===== src/rtl/rr_arb_pkg.sv =====
// Shared definitions for the round-robin arbiter request front end.
// Holds the requester count and the per-channel FSM state encoding.
package rr_arb_pkg;

    localparam int NUM_REQ = 3;

    typedef enum logic [1:0] {
        IDLE,
        REQ,
        WAIT
    } ch_state_e;

endpackage


===== src/rtl/rr_req_chan.sv =====
// One request channel: payload FIFO, req/grant FSM and grant-window counter.
// Ports: push_i/data_i in, gnt_i/block_i from grant decode, ready_o/req_o/
// win_o/pop_o/head_o out; retry_cnt_o only with RR_REQ_QUEUE_STATS_EN.
module rr_req_chan
    import rr_arb_pkg::*;
#(
    parameter int DW      = 8,
    parameter int DEPTH   = 4,
    parameter int REQ2GNT = 2
) (
    input  logic          clk,
    input  logic          resetn,
    input  logic          push_i,
    input  logic [DW-1:0] data_i,
    input  logic          gnt_i,
    input  logic          block_i,
    output logic          ready_o,
    output logic          req_o,
    output logic          win_o,
    output logic          pop_o,
    output logic [DW-1:0] head_o
`ifdef RR_REQ_QUEUE_STATS_EN
    ,
    output logic [15:0]   retry_cnt_o
`endif
);

    localparam int AW = $clog2(DEPTH);
    localparam int CW = $clog2(REQ2GNT + 1);

    logic [DW-1:0] mem_q [DEPTH];
    logic [AW:0]   wr_q, rd_q, occ;
    logic [CW-1:0] cnt_q, cnt_d;
    ch_state_e     state_q, state_d;
    logic          empty, full, push, more;

    assign occ   = wr_q - rd_q;
    assign empty = (wr_q == rd_q);
    assign full  = (wr_q[AW] != rd_q[AW]) &&
                   (wr_q[AW-1:0] == rd_q[AW-1:0]);
    assign push  = push_i && !full;

    assign ready_o = !full;
    assign req_o   = (state_q == REQ);
    // Only the last wait cycle samples the grant.
    assign win_o   = (state_q == WAIT) && (cnt_q == CW'(1));
    assign pop_o   = win_o && gnt_i && !block_i;
    assign head_o  = mem_q[rd_q[AW-1:0]];
    // Entries left once the head is popped, counting a same-cycle push.
    assign more    = (occ > (AW+1)'(1)) || push;

    always_comb begin
        state_d = state_q;
        cnt_d   = cnt_q;
        unique case (state_q)
            IDLE: begin
                if (!empty || push) state_d = REQ;
            end
            REQ: begin
                cnt_d   = CW'(REQ2GNT);
                state_d = WAIT;
            end
            WAIT: begin
                cnt_d = cnt_q - CW'(1);
                if (win_o) state_d = (pop_o && !more) ? IDLE : REQ;
            end
            default: state_d = IDLE;
        endcase
    end

    always_ff @(posedge clk) begin
        if (!resetn) begin
            state_q <= IDLE;
            cnt_q   <= '0;
            wr_q    <= '0;
            rd_q    <= '0;
        end else begin
            state_q <= state_d;
            cnt_q   <= cnt_d;
            if (push)  wr_q <= wr_q + 1'b1;
            if (pop_o) rd_q <= rd_q + 1'b1;
        end
    end

    always_ff @(posedge clk) begin
        if (push) mem_q[wr_q[AW-1:0]] <= data_i;
    end

`ifdef RR_REQ_QUEUE_STATS_EN
    logic [15:0] retry_q;

    always_ff @(posedge clk) begin
        if (!resetn) begin
            retry_q <= '0;
        end else if (win_o && !gnt_i && retry_q != 16'hFFFF) begin
            retry_q <= retry_q + 16'd1;
        end
    end

    assign retry_cnt_o = retry_q;
`endif

endmodule


===== src/rtl/rr_req_queue.sv =====
// Request front end for the 3-way arbiter: per-channel FIFOs, grant
// matching, tagged output register and sticky stray/multi grant flags.
// Ports: in_valid/in_data/in_ready, req1..3, gnt1..3, out_valid/out_data/
// out_id, err_stray_gnt, err_multi_gnt; retry_cnt1..3 with
// RR_REQ_QUEUE_STATS_EN defined.
module rr_req_queue
    import rr_arb_pkg::*;
#(
    parameter int DW      = 8,
    parameter int DEPTH   = 4,
    parameter int REQ2GNT = 2
) (
    input  logic                       clk,
    input  logic                       resetn,
    input  logic [NUM_REQ-1:0]         in_valid,
    input  logic [NUM_REQ-1:0][DW-1:0] in_data,
    output logic [NUM_REQ-1:0]         in_ready,
    output logic                       req1,
    output logic                       req2,
    output logic                       req3,
    input  logic                       gnt1,
    input  logic                       gnt2,
    input  logic                       gnt3,
    output logic                       out_valid,
    output logic [DW-1:0]              out_data,
    output logic [1:0]                 out_id,
    output logic                       err_stray_gnt,
    output logic                       err_multi_gnt
`ifdef RR_REQ_QUEUE_STATS_EN
    ,
    output logic [15:0]                retry_cnt1,
    output logic [15:0]                retry_cnt2,
    output logic [15:0]                retry_cnt3
`endif
);

    logic [NUM_REQ-1:0]         gnt_v, req_v, win_v, pop_v;
    logic [NUM_REQ-1:0][DW-1:0] head_v;
    logic                       multi, stray;
    logic                       out_valid_q, err_stray_q, err_multi_q;
    logic [DW-1:0]              out_data_q, sel_data;
    logic [1:0]                 out_id_q, sel_id;
`ifdef RR_REQ_QUEUE_STATS_EN
    logic [NUM_REQ-1:0][15:0]   retry_v;
`endif

    assign gnt_v = {gnt3, gnt2, gnt1};
    assign multi = (gnt_v[0] & gnt_v[1]) |
                   (gnt_v[0] & gnt_v[2]) |
                   (gnt_v[1] & gnt_v[2]);
    assign stray = |(gnt_v & ~win_v);

    for (genvar i = 0; i < NUM_REQ; i++) begin : g_ch
        rr_req_chan #(
            .DW      (DW),
            .DEPTH   (DEPTH),
            .REQ2GNT (REQ2GNT)
        ) u_chan (
            .clk         (clk),
            .resetn      (resetn),
            .push_i      (in_valid[i]),
            .data_i      (in_data[i]),
            .gnt_i       (gnt_v[i]),
            .block_i     (multi),
            .ready_o     (in_ready[i]),
            .req_o       (req_v[i]),
            .win_o       (win_v[i]),
            .pop_o       (pop_v[i]),
            .head_o      (head_v[i])
`ifdef RR_REQ_QUEUE_STATS_EN
            ,
            .retry_cnt_o (retry_v[i])
`endif
        );
    end

    // Multi-grant blocks every pop, so at most one bit of pop_v is set.
    always_comb begin
        sel_id   = 2'd0;
        sel_data = '0;
        unique case (1'b1)
            pop_v[0]: begin sel_id = 2'd1; sel_data = head_v[0]; end
            pop_v[1]: begin sel_id = 2'd2; sel_data = head_v[1]; end
            pop_v[2]: begin sel_id = 2'd3; sel_data = head_v[2]; end
            default: ;
        endcase
    end

    always_ff @(posedge clk) begin
        if (!resetn) begin
            out_valid_q <= 1'b0;
            out_data_q  <= '0;
            out_id_q    <= 2'd0;
            err_stray_q <= 1'b0;
            err_multi_q <= 1'b0;
        end else begin
            out_valid_q <= |pop_v;
            if (|pop_v) begin
                out_data_q <= sel_data;
                out_id_q   <= sel_id;
            end
            err_stray_q <= err_stray_q | stray;
            err_multi_q <= err_multi_q | multi;
        end
    end

    assign req1          = req_v[0];
    assign req2          = req_v[1];
    assign req3          = req_v[2];
    assign out_valid     = out_valid_q;
    assign out_data      = out_data_q;
    assign out_id        = out_id_q;
    assign err_stray_gnt = err_stray_q;
    assign err_multi_gnt = err_multi_q;

`ifdef RR_REQ_QUEUE_STATS_EN
    assign retry_cnt1 = retry_v[0];
    assign retry_cnt2 = retry_v[1];
    assign retry_cnt3 = retry_v[2];
`endif

endmodule


===== config.mk =====
export PLATFORM = sky130hd
export DESIGN_NAME = rr_req_queue
export DESIGN_NICKNAME = d
export VERILOG_FILES = /design/src/rtl/rr_arb_pkg.sv /design/src/rtl/rr_req_chan.sv /design/src/rtl/rr_req_queue.sv
export SDC_FILE = /design/constraint.sdc
export NUM_CORES = 1
export LEC_CHECK = 0
export BUFFER_PORTS_ARGS = -buffer_cell sky130_fd_sc_hd__buf_2
export CORE_UTILIZATION = 50
export CTS_CLUSTER_SIZE = 16
export DETAILED_ROUTE_END_ITERATION = 12
export GPL_TIMING_DRIVEN = 0
export MAX_ROUTING_LAYER = met4
export PLACE_DENSITY = 0.69
export SETUP_SLACK_MARGIN = 0.1
export SLEW_MARGIN = 5
export SYNTH_ARGS = -nofsm -noshare
export SYNTH_HDL_FRONTEND = slang
export SYNTH_SLANG_ARGS = --single-unit

===== constraint.sdc =====
create_clock -name clk -period 2.2 [get_ports clk]
set_clock_uncertainty 0.15 [all_clocks]
set_input_delay 0.22 -clock clk [delete_from_list [all_inputs] [get_ports clk]]
set_output_delay 0.22 -clock clk [all_outputs]
set_load 0.005 [all_outputs]

Word-level counts from Yosys, hierarchy flattened. Memory sizes are Yosys's and may differ from the RTL's. A register that Yosys moved wholly into a read port is not among the register bits. Index checks and enable logic that the tools add are counted.

Register bits: 43. Memory bits (writable): 96. Bits of input ports: 32. Output and inout bits: 19. Memories: 3.

Memory list: g_ch[0].u_chan.mem_q (words 4, width 8, read ports 1, clocked after Yosys merged registers in 1, wr ports 1, line rr_req_chan.sv:31) `logic [DW-1:0] mem_q [DEPTH];`; g_ch[1].u_chan.mem_q (words 4, width 8, read ports 1, clocked after Yosys merged registers in 1, wr ports 1, line rr_req_chan.sv:31); g_ch[2].u_chan.mem_q (words 4, width 8, read ports 1, clocked after Yosys merged registers in 1, wr ports 1, line rr_req_chan.sv:31).

Add/sub/neg operators: 12. $lt $le $gt $ge: 3. Eq/ne operators: 24. Multiplexer cells: 29. Bitwise gates (word level): 9. Reductions and logical operators: 45.

Operators with widths (number): 2-bit 2-to-1 mux (12); 2-bit case mux with 3 select lines (4); 8-bit case mux with 3 select lines (1); 3-bit by 1-bit adder with 3-bit output (second input constant) (6); 1-bit logical AND (18); 2-bit by 1-bit == test with 1-bit output (second input constant) (6); 2-bit by 1-bit inequality test with 1-bit output (second input constant) (6); 2-bit case mux with 2 select lines (3); 1-bit zero test (10); 3-bit == test (3); 3-bit by 1-bit greater-than comparator with 1-bit output (second input constant) (3); 1-bit 2-to-1 mux (9); 3-bit subtractor (3); 2-bit == test (3); 2-bit == test (second input constant) (3); 2-bit zero test (3); 1-bit logical OR (6); 2-bit AND reduction (3); 2-bit nonzero test (3); 3-bit OR reduction (2); 2-bit by 1-bit subtractor with 2-bit output (second input constant) (3); 1-bit OR (4); 1-bit AND (3); 3-bit AND (1); 2 further kinds (4).

Logic depth before layout (Yosys ltp).
Depth after elaboration: 10. Mapped depth: 7. Mapped depth without buffers: 6.

Hierarchy. A second synthesis with hierarchy kept.

Cell total of the unflattened synthesis: 417. Area, all modules: 6229.7 um^2.

By module, submodules not included: rr_req_chan (instances 3, cells each 120, area an instance 1876.8 um^2, seq. area each 1201.2 um^2); rr_req_queue (instances 1, cells each 57, area an instance 599.3 um^2, seq. area each 260.2 um^2).

Worst setup path after synthesis. Ideal clock, no wire load.

Kind: register -> register. Start point: register g_ch[0].u_chan.wr_q[0]. End point: register g_ch[0].u_chan.state_q[0]. Library setup time: 138 ps. Arrival time: 1656 ps. Path slack: 256 ps. Cell stages (with the launch flop): 7. Path buffers: 0. Period minus slack after synthesis: 1944 ps. Cells stage by stage: dfxtp_1 > inv_1 > ha_1 > fa_1 > inv_1 > o41ai_2 > o221ai_1.

Word-level cells in the longest chain between the ends: 10. Elaborated cells on any way between the ends: 17. Classes of those cells: add/sub (1); order compare (1); eq/ne (3); mux (3); reduce/logical (9).

Ends and longest elaborated chain: from (decl) (line rr_req_chan.sv:32) `logic [AW:0] wr_q, rd_q, occ;`; from (signal assigned) (line rr_req_chan.sv:80) `if (push) wr_q <= wr_q + 1'b1;`; branches (longest 10 deep; another with 3-bit subtractor); to (signal assigned) (line rr_req_chan.sv:78) `state_q <= state_d;`; to (decl) (line rr_req_chan.sv:34) `ch_state_e state_q, state_d;`.

Several ways; the timed one is not identified. The select of a mux whose other input is x is not followed. A chain may end at the register's enable or synchronous reset.

Worst setup path in the final report.
Start point: register g_ch[2].u_chan.rd_q[1]. End point: output port in_ready[2].

Word-level cells in the longest chain between the ends: 3.

Ends and longest elaborated chain: from (decl) (line rr_req_chan.sv:32); from (signal assigned) (line rr_req_chan.sv:81) `if (pop_o) rd_q <= rd_q + 1'b1;`; 2-bit == test (line rr_req_chan.sv:40) `(wr_q[AW-1:0] == rd_q[AW-1:0]);`; 1-bit logical AND (line rr_req_chan.sv:39) `assign full = (wr_q[AW] != rd_q[AW]) &&`; 1-bit zero test (line rr_req_chan.sv:43) `assign ready_o = !full;`; to (decl) (line rr_req_queue.sv:17) `output logic [NUM_REQ-1:0] in_ready,`.

No other way between the ends.

==> flow_summary.yaml <==
finish:
  final_nets: 596
  antenna_cells: 0
  post-route-util: 0.638
  drive_gt1_frac: 0.290
  areaGrowthSynthToFinish_pct: 23.8
  fin_cells: 706
  fillCellCount: 881
logic_synthesis:
  yosys-top-cells-count: "96 x edfxtp_1, 49 x dfxtp_1, 36 x ha_1"
  seq_area_frac_synth: 0.622
  ys_seq_elements: 145
  ys.flop_type: "edfxtp_1"
  yosys.cell_count.top_type: "edfxtp_1"
  synthCells: 427
  ys_top_cells_by_area: "edfxtp_1 46%, dfxtp_1 16%, mux4_2 8.7%"
  synth_top_area_frac: 0.464
  ys_types: 37
  synth_area_per_cell_um2: 14.5
  synth_edf_count: 96
  synth_area_um2: 6210
  synth_fp_nets: 498
  synth_largest_area_cell: "edfxtp_1"
  ys.warnings.count: 0
  async_flop_share: 0
detailed_routing:
  dr.first_iter.drc_count: 269
  dr.pass1.iters: 4
  route.detailed.drc: 0
  dr_total_vias: 3718
  wl_per_cell_um: 17.4
  final_antenna_net_count: 0
  post_drt_via_cell_ratio: 5.27
  wirelength_mm: 12.3
global_routing:
  grt_pass1_vias: 3889
  grt_max_degree: 17
  grt_usage: 0.215
  antenna_found_initial: 0
  grt_pass1_wl_mm: 19.6
  grt-ovfl-total: 0
critical_path:
  critPathMaxFanout: 4
  slowest_stage: "dfxtp_4"
  start_kind: "register"
  crit_type: "reg -> out"
  path_cells: "inv_1 > ha_1 > nand2_1 > or2_2 > buf_4 > buf_2"
  worstPathRequired_ps: 1830
  crit_arrival_ps: 1690
  cp-end-kind: "primary output"
  max_stage_delay_ps: 360
power:
  pwr_density_cell_nw_per_um2: 919
  finalPower_mw: 7.07
  leakagePower_nw: 2.87
  ir_drop_v: 0.000509
timing:
  finalSetupViolations: 0
  rsz0062_at_grt: "true"
  fmax_mhz: 486
  timing_hold_violations_final: 0
  finalCritPeriodShare: 0.935
  fin_crit_ps: 2060
  maxSlewHeadroom: 0.571
  setup-tns-final_ps: 0
  slew_violations: 0
  hold_slack_ps: 41.9
  tightest_slew_ps: 643
cts:
  clockBufferDepth: 2
  htree_levels: 4
  cts-buffers-inserted: 17
  clk_pin_slew_ps: 60
  clk_latency_ps: 420
  tritoncts: "yes"
  cts_num_sinks: 145
  root_buffer: "clkbuf_16"
placement:
  gp_congestion: 0.789
  dp_hpwl_mm: 8.25
  dp_cells: 644
  io_buffers: 49
outcome:
  status: "finished, final reports clean"
die:
  boundaryPins: 51
  dieArea_um2: 12900
  rows: 40
  die_w_um: 113
  initial_core_util: 0.515
  die-height_um: 113
  core_um2: 12100
hold_path:
  hold_class: "in -> reg"
job:
  maxCapViolCount: 0
state kept, by name, indices dropped and copies added (netlist names), named ones only:
name	count
err_stray_gnt	1
out_valid	1
err_multi_gnt	1
g_ch.u_chan.wr_q	9
g_ch.u_chan.mem_q	96
out_id	2
g_ch.u_chan.cnt_q	6
out_data	8
g_ch.u_chan.rd_q	9
g_ch.u_chan.state_q	6
path summary, 6_finish.rpt:
path,slack [ps],start,end,cells past startpoint
worst max-delay path,140,g_ch[2].u_chan.rd_q[1]$_SDFFE_PN0P_,in_ready[2],6
worst min-delay path,40,gnt1,err_stray_gnt$_SDFF_PN0_,3
worst max register to register,220,g_ch[1].u_chan.state_q[0]$_SDFFE_PN0P_,out_data[1]$_SDFFE_PN0P_,7
worst min register to register,320,err_multi_gnt$_SDFF_PN0_,err_multi_gnt$_SDFF_PN0_,2
metal layers:
metal,global-route usage,share of wire
met3,0.0526,0.037
met1,0.276,0.46
met4,0.0860,0.017
met2,0.330,0.49
met5,-,0
cell usage in the layout (no fill, tap or decap), types with 4 or more instances in the layout:
cell type and instances:
inv_1 21, nand4_1 8, clkbuf_1 8, buf_2 57, clkbuf_16 17, edfxtp_1 96, bufinv_16 5, xor2_1 4
dfxtp_1 42, a31oi_1 11, a22oi_2 6, nand2_1 27, mux2i_1 6, mux4_2 24, buf_4 9, nor2_1 31
dfxtp_4 4, ha_1 33, clkinv_2 5, a21oi_1 8, dlygate4sd3_1 24, xnor2_1 13, and2_1 12
stage by stage:
stage | setup WS (ps) | instance area (um2)
detailed placement | 62.5 | 6670
CTS | 53.5 | 7570
global route | 46.3 | 7690
floorplan | 256 | 6210
global placement | 153 | 6670
finish | 142 | 7690
cell families (layout without fill, tap and decap cells):
logic type               after synthesis  count (layout)  share of synthesized area
AO/OA/AOI/OAI                         43              43                     0.0514
XOR/XNOR                              18              18                     0.0254
adder cells (fa/ha/maj)               40              40                     0.0838
buffers and inverters                 45             156                     0.0308
flip-flops                           145             145                      0.622
multiplexers                          33              33                      0.102
AND/OR/NAND/NOR                      103             103                     0.0844
area by class of cell:
type | count | area, um2 | share of cell area
well taps | 168 | 210 | 0.0273
inverters | 25 | 93.8 | 0.0122
flip-flops and latches | 145 | 3880 | 0.505
plain buffers | 20 | 104 | 0.0135
repair buffers | 79 | 531 | 0.0690
clock buffers | 20 | 447 | 0.0581
multi-input cells | 237 | 2240 | 0.291
clock inverters | 12 | 188 | 0.0244
power by group:
group	leakage [nW]	internal [mW]	total, mW	switching [mW]
sequential	1.28	3.09	3.18	0.0979
clock	0.315	2.03	3.09	1.06
combinational	1.27	0.370	0.795	0.424
timing repair:
action / in CTS / in global routing
hold buffers: 24 / 0
buffers inserted: 2 / 4
setup endpoints to repair: 8 / 39
hold endpoints to repair: 96 / 0
gates resized for setup: 8 / 22
cloned: 0 / 0
pin swaps: 0 / 2
worst max-delay path: cells and delay by family, from the launching register on:
kind,cells,cell delay (ps)
flops,1,360
simple gates,2,360
buf+inv,3,280
fa+ha+maj,1,280
Power figures use the tool's default switching activity.
